<file path="src/rtl/time_set_ctrl_pkg.sv">
// Shared types, field indices, maxima and 18-bit time-word layout for time_set_ctrl.
package time_set_pkg;

  typedef enum logic [1:0] {
    ST_LOAD = 2'd0,
    ST_RUN  = 2'd1,
    ST_SET  = 2'd2
  } state_t;

  localparam logic [2:0] SEL_OSEC = 3'd0;
  localparam logic [2:0] SEL_TSEC = 3'd1;
  localparam logic [2:0] SEL_OMIN = 3'd2;
  localparam logic [2:0] SEL_TMIN = 3'd3;
  localparam logic [2:0] SEL_HR   = 3'd4;
  localparam int unsigned NUM_FIELDS = 5;

  localparam logic [3:0] ONES_MAX = 4'd9;
  localparam logic [3:0] TENS_MAX = 4'd5;

  localparam int unsigned TIME_W    = 18;
  localparam int unsigned OSEC_LSB  = 0;
  localparam int unsigned TSEC_LSB  = 4;
  localparam int unsigned OMIN_LSB  = 7;
  localparam int unsigned TMIN_LSB  = 11;
  localparam int unsigned HR_LSB    = 14;
  localparam int unsigned ONES_W    = 4;
  localparam int unsigned TENS_W    = 3;

  function automatic logic [3:0] get_field(input logic [TIME_W-1:0] t, input logic [2:0] s);
    case (s)
      SEL_OSEC: return t[OSEC_LSB +: ONES_W];
      SEL_TSEC: return {1'b0, t[TSEC_LSB +: TENS_W]};
      SEL_OMIN: return t[OMIN_LSB +: ONES_W];
      SEL_TMIN: return {1'b0, t[TMIN_LSB +: TENS_W]};
      default:  return t[HR_LSB +: ONES_W];
    endcase
  endfunction

  function automatic logic [TIME_W-1:0] put_field(input logic [TIME_W-1:0] t, input logic [2:0] s,
                                                  input logic [3:0] v);
    logic [TIME_W-1:0] r;
    r = t;
    case (s)
      SEL_OSEC: r[OSEC_LSB +: ONES_W] = v;
      SEL_TSEC: r[TSEC_LSB +: TENS_W] = v[2:0];
      SEL_OMIN: r[OMIN_LSB +: ONES_W] = v;
      SEL_TMIN: r[TMIN_LSB +: TENS_W] = v[2:0];
      default:  r[HR_LSB +: ONES_W]   = v;
    endcase
    return r;
  endfunction

  function automatic logic [3:0] field_max(input logic [2:0] s, input logic [3:0] hr_max);
    case (s)
      SEL_OSEC, SEL_OMIN: return ONES_MAX;
      SEL_TSEC, SEL_TMIN: return TENS_MAX;
      default:            return hr_max;
    endcase
  endfunction

endpackage

</file>
<file path="src/rtl/time_set_ctrl_if.sv">
// Button inputs, running time and set-time outputs of time_set_ctrl.
interface time_set_ctrl_if;
  logic        btn_up;
  logic        btn_down;
  logic        btn_left;
  logic        btn_right;
  logic        btn_mode;
  logic [17:0] live_time;
  logic [17:0] set_time;
  logic        load;
  logic        run_en;
  logic [2:0]  sel;
  logic [4:0]  blink_mask;

  modport slave (
    input  btn_up, btn_down, btn_left, btn_right, btn_mode, live_time,
    output set_time, load, run_en, sel, blink_mask
  );

  modport master (
    output btn_up, btn_down, btn_left, btn_right, btn_mode, live_time,
    input  set_time, load, run_en, sel, blink_mask
  );
endinterface

</file>
<file path="src/rtl/time_set_ctrl_btn_repeat.sv">
// Rising-edge detect plus hold/auto-repeat strobe for one button.
// Repeat counter present only with TIME_SET_AUTOREPEAT_EN defined.
module btn_repeat
`ifdef TIME_SET_AUTOREPEAT_EN
#(
  parameter int unsigned HOLD_CYCLES   = 50_000_000,
  parameter int unsigned REPEAT_CYCLES = 10_000_000
)
`endif
(
  input  logic clk,
  input  logic rst,
  input  logic level_i,
`ifdef TIME_SET_AUTOREPEAT_EN
  input  logic other_i,
  input  logic clr_i,
  output logic rpt_o,
`endif
  output logic edge_o
);

  logic prev_q;

  assign edge_o = level_i & ~prev_q;

  always_ff @(posedge clk or posedge rst) begin
    if (rst) prev_q <= 1'b0;
    else     prev_q <= level_i;
  end

`ifdef TIME_SET_AUTOREPEAT_EN
  localparam int unsigned CW = $clog2(HOLD_CYCLES + REPEAT_CYCLES + 1);

  logic [CW-1:0] cnt_q;
  logic          rep_q;
  logic          active;

  // cnt_q equals cycles since the press edge, so the first strobe lands HOLD_CYCLES later
  assign active = level_i & ~other_i & ~clr_i;
  assign rpt_o  = active & (cnt_q == (rep_q ? CW'(REPEAT_CYCLES) : CW'(HOLD_CYCLES)));

  always_ff @(posedge clk or posedge rst) begin
    if (rst) begin
      cnt_q <= '0;
      rep_q <= 1'b0;
    end else if (!active) begin
      cnt_q <= '0;
      rep_q <= 1'b0;
    end else if (rpt_o) begin
      cnt_q <= CW'(1);
      rep_q <= 1'b1;
    end else begin
      cnt_q <= cnt_q + 1'b1;
    end
  end
`endif

endmodule

</file>
<file path="src/rtl/time_set_ctrl.sv">
// Mode / time-set controller: RUN, SET editing with wrap and blink, LOAD commit strobe.
// Optional auto-repeat of up/down under TIME_SET_AUTOREPEAT_EN.
module time_set_ctrl
  import time_set_pkg::*;
#(
  parameter int unsigned HR_MAX        = 12,
  parameter int unsigned HOLD_CYCLES   = 50_000_000,
  parameter int unsigned REPEAT_CYCLES = 10_000_000,
  parameter int unsigned BLINK_CYCLES  = 25_000_000
)(
  input  logic CLK100MHZ,
  input  logic rst,
  time_set_ctrl_if.slave bus
);

  localparam logic [3:0]  HR_MAX_L = 4'(HR_MAX);
  localparam int unsigned BW       = $clog2(BLINK_CYCLES + 1);

  state_t            state_q;
  logic [TIME_W-1:0] set_time_q, set_time_d, snap;
  logic [2:0]        sel_q, sel_d;
  logic              load_q, run_en_q;
  logic [BW-1:0]     blink_cnt_q;
  logic              phase_q;
  logic              left_prev_q, right_prev_q, mode_prev_q;

  logic up_e, up_r, dn_e, dn_r, left_e, right_e, mode_e;
  logic in_set, adj_ok, sel_chg, inc, dec, blink_clr;
  logic [3:0] fld, fmax, fld_d;

  assign left_e  = bus.btn_left  & ~left_prev_q;
  assign right_e = bus.btn_right & ~right_prev_q;
  assign mode_e  = bus.btn_mode  & ~mode_prev_q;
  assign in_set  = (state_q == ST_SET);

`ifdef TIME_SET_AUTOREPEAT_EN
  btn_repeat #(.HOLD_CYCLES(HOLD_CYCLES), .REPEAT_CYCLES(REPEAT_CYCLES)) u_up (
    .clk(CLK100MHZ), .rst(rst), .level_i(bus.btn_up), .other_i(bus.btn_down),
    .clr_i(~in_set | sel_chg), .rpt_o(up_r), .edge_o(up_e)
  );
  btn_repeat #(.HOLD_CYCLES(HOLD_CYCLES), .REPEAT_CYCLES(REPEAT_CYCLES)) u_dn (
    .clk(CLK100MHZ), .rst(rst), .level_i(bus.btn_down), .other_i(bus.btn_up),
    .clr_i(~in_set | sel_chg), .rpt_o(dn_r), .edge_o(dn_e)
  );
`else
  btn_repeat u_up (.clk(CLK100MHZ), .rst(rst), .level_i(bus.btn_up),   .edge_o(up_e));
  btn_repeat u_dn (.clk(CLK100MHZ), .rst(rst), .level_i(bus.btn_down), .edge_o(dn_e));
  assign up_r = 1'b0;
  assign dn_r = 1'b0;
`endif

  always_comb begin
    adj_ok  = in_set & ~mode_e;
    sel_chg = adj_ok & (left_e ^ right_e);
    sel_d   = sel_q;
    if (sel_chg) begin
      if (left_e) sel_d = (sel_q == SEL_HR)   ? SEL_OSEC : sel_q + 3'd1;
      else        sel_d = (sel_q == SEL_OSEC) ? SEL_HR   : sel_q - 3'd1;
    end

    // adjust always targets the pre-change field
    fld   = get_field(set_time_q, sel_q);
    fmax  = field_max(sel_q, HR_MAX_L);
    inc   = adj_ok & (up_e | up_r);
    dec   = adj_ok & (dn_e | dn_r);
    fld_d = fld;
    if (inc && !dec)      fld_d = (fld >= fmax) ? 4'd0 : fld + 4'd1;
    else if (dec && !inc) fld_d = (fld == 4'd0) ? fmax : fld - 4'd1;
    set_time_d = put_field(set_time_q, sel_q, fld_d);

    snap = bus.live_time;
    for (int unsigned i = 0; i < NUM_FIELDS; i++) begin
      if (get_field(bus.live_time, 3'(i)) > field_max(3'(i), HR_MAX_L))
        snap = put_field(snap, 3'(i), 4'd0);
    end

    blink_clr = sel_chg | ((state_q == ST_RUN) & mode_e);
  end

  always_ff @(posedge CLK100MHZ or posedge rst) begin
    if (rst) begin
      state_q      <= ST_LOAD;
      set_time_q   <= '0;
      sel_q        <= SEL_OSEC;
      load_q       <= 1'b0;
      run_en_q     <= 1'b0;
      blink_cnt_q  <= '0;
      phase_q      <= 1'b0;
      left_prev_q  <= 1'b0;
      right_prev_q <= 1'b0;
      mode_prev_q  <= 1'b0;
    end else begin
      left_prev_q  <= bus.btn_left;
      right_prev_q <= bus.btn_right;
      mode_prev_q  <= bus.btn_mode;

      if (blink_clr) begin
        blink_cnt_q <= '0;
        phase_q     <= 1'b0;
      end else if (blink_cnt_q == BW'(BLINK_CYCLES - 1)) begin
        blink_cnt_q <= '0;
        phase_q     <= ~phase_q;
      end else begin
        blink_cnt_q <= blink_cnt_q + 1'b1;
      end

      case (state_q)
        ST_LOAD: begin
          load_q   <= 1'b1;
          run_en_q <= 1'b0;
          state_q  <= ST_RUN;
        end
        ST_RUN: begin
          load_q   <= 1'b0;
          run_en_q <= 1'b1;
          if (mode_e) begin
            state_q    <= ST_SET;
            run_en_q   <= 1'b0;
            sel_q      <= SEL_OSEC;
            set_time_q <= snap;
          end
        end
        ST_SET: begin
          if (mode_e) begin
            state_q <= ST_LOAD;
          end else begin
            set_time_q <= set_time_d;
            sel_q      <= sel_d;
          end
        end
        default: state_q <= ST_LOAD;
      endcase
    end
  end

  assign bus.set_time   = set_time_q;
  assign bus.load       = load_q;
  assign bus.run_en     = run_en_q;
  assign bus.sel        = sel_q;
  assign bus.blink_mask = (in_set && phase_q) ? (5'b00001 << sel_q) : '0;

endmodule
</file>
<file path="src/flat_wrapper.sv">
// flat-port wrapper written by rule: the top's interface ports become plain ports
module time_set_ctrl_flat import time_set_pkg::*;
#(
  parameter int unsigned HR_MAX        = 12,
  parameter int unsigned HOLD_CYCLES   = 50_000_000,
  parameter int unsigned REPEAT_CYCLES = 10_000_000,
  parameter int unsigned BLINK_CYCLES  = 25_000_000
)
  (CLK100MHZ, rst, bus_btn_up, bus_btn_down, bus_btn_left, bus_btn_right, bus_btn_mode, bus_live_time, bus_set_time, bus_load, bus_run_en, bus_sel, bus_blink_mask);
  time_set_ctrl_if bus_i ();
  input  logic CLK100MHZ;
  input  logic rst;
  input wire logic [$bits(bus_i.btn_up)-1:0] bus_btn_up;
  input wire logic [$bits(bus_i.btn_down)-1:0] bus_btn_down;
  input wire logic [$bits(bus_i.btn_left)-1:0] bus_btn_left;
  input wire logic [$bits(bus_i.btn_right)-1:0] bus_btn_right;
  input wire logic [$bits(bus_i.btn_mode)-1:0] bus_btn_mode;
  input wire logic [$bits(bus_i.live_time)-1:0] bus_live_time;
  output wire logic [$bits(bus_i.set_time)-1:0] bus_set_time;
  output wire logic [$bits(bus_i.load)-1:0] bus_load;
  output wire logic [$bits(bus_i.run_en)-1:0] bus_run_en;
  output wire logic [$bits(bus_i.sel)-1:0] bus_sel;
  output wire logic [$bits(bus_i.blink_mask)-1:0] bus_blink_mask;
  assign bus_i.btn_up = bus_btn_up;
  assign bus_i.btn_down = bus_btn_down;
  assign bus_i.btn_left = bus_btn_left;
  assign bus_i.btn_right = bus_btn_right;
  assign bus_i.btn_mode = bus_btn_mode;
  assign bus_i.live_time = bus_live_time;
  assign bus_set_time = bus_i.set_time;
  assign bus_load = bus_i.load;
  assign bus_run_en = bus_i.run_en;
  assign bus_sel = bus_i.sel;
  assign bus_blink_mask = bus_i.blink_mask;
  time_set_ctrl #(.HR_MAX(HR_MAX), .HOLD_CYCLES(HOLD_CYCLES), .REPEAT_CYCLES(REPEAT_CYCLES), .BLINK_CYCLES(BLINK_CYCLES)) u_core (.CLK100MHZ(CLK100MHZ), .rst(rst), .bus(bus_i));
endmodule
</file>
<file path="config.mk">
export PLATFORM = sky130hd
export DESIGN_NAME = time_set_ctrl_flat
export DESIGN_NICKNAME = d
export VERILOG_FILES = /design/src/rtl/time_set_ctrl_pkg.sv /design/src/rtl/time_set_ctrl_if.sv /design/src/rtl/time_set_ctrl_btn_repeat.sv /design/src/rtl/time_set_ctrl.sv /design/src/flat_wrapper.sv
export SDC_FILE = /design/constraint.sdc
export NUM_CORES = 1
export LEC_CHECK = 0
export BUFFER_PORTS_ARGS = -buffer_cell sky130_fd_sc_hd__buf_2
export CAP_MARGIN = 10
export CORE_ASPECT_RATIO = 1.2
export CORE_MARGIN = 8
export CORE_UTILIZATION = 45
export CTS_CLUSTER_SIZE = 10
export DETAILED_ROUTE_END_ITERATION = 12
export GPL_ROUTABILITY_DRIVEN = 0
export PLACE_DENSITY = 0.7
export SLEW_MARGIN = 15
export SYNTH_ARGS = -nofsm -noshare
export SYNTH_HDL_FRONTEND = slang
export SYNTH_SLANG_ARGS = --single-unit
</file>
<file path="constraint.sdc">
create_clock -name CLK100MHZ -period 2.75 [get_ports CLK100MHZ]
set_clock_uncertainty 0.2 [all_clocks]
set_input_delay 0.55 -clock CLK100MHZ [delete_from_list [all_inputs] [get_ports CLK100MHZ]]
set_output_delay 0.55 -clock CLK100MHZ [all_outputs]
set_load 0.05 [all_outputs]
</file>
==> flow_summary.ini <==
[critical_path]
reg2reg_to = u_core.bus.set_time[6]
path_class = reg -> reg
r2r_setup_slack_ns = 0.03
required_ns = 2.74
r2r-start = u_core.bus.sel[0]
critical_path_arrival_ns = 2.72
cp-start-kind = flop
reg2regPathDepth = 10
crit_start = u_core.bus.sel[0]
end_kind = flop
path_max_fanout = 5

[power]
power_mw = 3.128
leakagePower_nw = 1.897
ir_drop_uv = 631.4
p_per_area_mw_per_mm2 = 768.3

[sta]
max_clock_freq_mhz = 367.3
worstMarginPinSlew_ns = 0.4491
slew_headroom_pct = 70.01
finalHoldViolations = 0
holdWs_ns = 0.02352
fin_crit_sh_pct = 99.01
grt_setup_unrepaired = yes
slew_violations = 0
timing.setup.tns_ns = 0
final-setup-viol-count = 0
finalWorstSetupSlack_ns = 0.02712
finalCriticalPeriod_ns = 2.723

[route]
first_pass_iters = 4
ant_nets = 0
drt_iter0_markers = 134
vias = 2980
routedWlPerCell_um = 16.57
vias_per_cell = 5.655
finalWirelength_um = 8732
drcViolationCount = 0

[yosys]
synth_edf_count = 0
seq_area_frac_synth_pct = 43.61
netlist_area_mm2 = 0.003213
yosys_register_bits = 56
synth_fp_nets = 387
syn_inst = 352
syn_area_per_cell_um2 = 9.128
yosysUniqueCellTypes = 54
yosys_most_used_dff = dfrtp_1
ys_warn_count = 0
async_flop_share_pct = 100.0

[clocking]
cts_tree = done
cts_max_path_buffers = 2
cts.sink_count = 56
htree_levels = 2
numCtsBuffers = 5
clk_latency_ns = 0.32
root_buffer = clkbuf_8
clk_pin_slew_ns = 0.11

[place]
io_buffers = 52
dpl.hpwl_um = 6746
dpl_worst_slack_ns = -0.07521

[global_route]
grt_use_total_pct = 17.24
antenna_found_initial = 0
grt_first_pass_wirelength_um = 13940
grt_pass1_vias = 3016
grt_max_degree = 39
grt-ovfl-total = 0

[hold_path]
hold_class = in -> async

[floorplan]
die_w_um = 93.14
start_util_pct = 46.60
die_h_um = 108.6
rows = 33
core_mm2 = 0.006895
dieArea_mm2 = 0.01011
ios = 53

[finish]
drive_gt1_share_pct = 29.77
fillers = 586
final_nets = 474
antenna_cells = 0
syn2layout_area_growth_pct = 26.71

[run_status]
status = finished, final reports clean

[run]
maxCapViolCount = 0
==> registers in the layout (all words and copies together) (netlist names) <==
name,count
u_core.blink_cnt_q,25
u_core.bus.set_time,18
u_core.bus.sel,3
u_core.state_q,2
u_core.bus.load,1
u_core.bus.run_en,1
u_core.left_prev_q,1
u_core.mode_prev_q,1
u_core.phase_q,1
u_core.right_prev_q,1
u_core.u_dn.prev_q,1
u_core.u_up.prev_q,1
==> layout make-up <==
cell class	count	area, um2	area share (%)
multi-input combinational	276	1846	45.33
sequential	56	1405	34.51
timing repair buffer	90	578.1	14.20
tap	87	108.9	2.674
clock buffer	6	72.57	1.782
inverter	10	45.04	1.106
clock inverter	2	16.27	0.3995
==> power breakdown <==
part / internal, mW / leakage (nW) / total (mW) / switching (mW)
Sequential: 0.970 / 0.713 / 1.14 / 0.172
Clock: 0.184 / 0.0418 / 0.464 / 0.280
Combinational: 0.576 / 1.14 / 1.52 / 0.947
==> worst max-delay path, stage by stage (launching register included) <==
cell and delay (ns):
dfrtp_2 0.49, inv_4 0.07, ha_4 0.18, nor3_4 0.21, o21bai_4 0.11, mux2_4 0.33, ha_4 0.16, maj3_2 0.29
o211a_1 0.24, a21oi_4 0.20, o211ai_1 0.11
==> cell usage after synthesis, drive strengths merged, types with 6 or more instances <==
cell type  instances  share of area (%)
a31oi             10                1.9
dfrtp             56                 44
xor2              18                4.9
ha                10                3.9
a21oi              8                1.4
o21ai             19                3.2
nand2b             6                1.2
nand3             24                3.7
o22a               8                2.2
nor3               6                1.4
xnor2              9                2.5
nor2              49                5.7
inv               10                1.2
nand2             42                4.9
nand3b             7                1.6
and3              10                1.9
==> stage by stage <==
stage	instance area [um2]	util, %	std cells
finish	4071	59.05	527
global route	4071	59.05	527
CTS	4010	58.16	523
detailed placement	3869	56.11	514
global placement	3869	56.11	514
floorplan	3296	-	352
==> repair_timing <==
action / 4_1_cts / 5_1_grt
buffers inserted: 1 / 4
setup endpoints to repair: 8 / 18
gates cloned: 0 / 0
pin swaps: 3 / 11
hold buffers: 0 / 0
gates resized for setup: 7 / 10
==> logic make-up after synthesis <==
group	Yosys count	share of synthesized area, %
fa+ha+maj	12	4.556
xor+xnor	27	7.360
flops	56	43.61
simple gates	166	25.35
buf+inv	20	2.726
compound gates	65	14.25
mux	6	2.142
==> layout by cell type (no fill, tap or decap), drive strengths merged, types with 4 or more instances in the layout <==
| master | instances |
|---|---|
| a21oi | 8 |
| and2 | 5 |
| xor2 | 18 |
| mux2i | 5 |
| a31oi | 10 |
| nand2 | 42 |
| inv | 11 |
| nor3 | 6 |
| clkbuf | 6 |
| ha | 10 |
| o21ai | 19 |
| buf | 90 |
| a22oi | 4 |
| and3 | 10 |
| nand3b | 7 |
| o211ai | 5 |
| nand3 | 24 |
| nand2b | 6 |
| nor2 | 49 |
| o22a | 8 |
| dfrtp | 56 |
| xnor2 | 9 |
==> per-layer routing <==
layer / global-route usage, % / part of all wire (%) / wire [um] / up-vias
met2: 30.69 / 50 / 4365 / 100
li1: - / - / - / 1413
met5: 0 / 0 / 0 / -
met4: 8.766 / 4.4 / 386 / 0
met1: 18.61 / 39 / 3440 / 1438
met3: 4.158 / 6.2 / 540 / 29
==> how the worst max path moves through the flow <==
| stage | to | slack (ns) |
|---|---|---|
| after floorplan | u_core.bus.set_time[6] | -0.16 |
| after global placement | u_core.bus.set_time[6] | 0.002 |
| after detailed placement | u_core.bus.set_time[6] | -0.08 |
| after CTS | u_core.bus.set_time[6] | 0.008 |
| after global routing | u_core.bus.set_time[12] | -0.07 |
| final | u_core.bus.set_time[6] | 0.03 |
No activity file was read; power rests on OpenSTA's default activity.
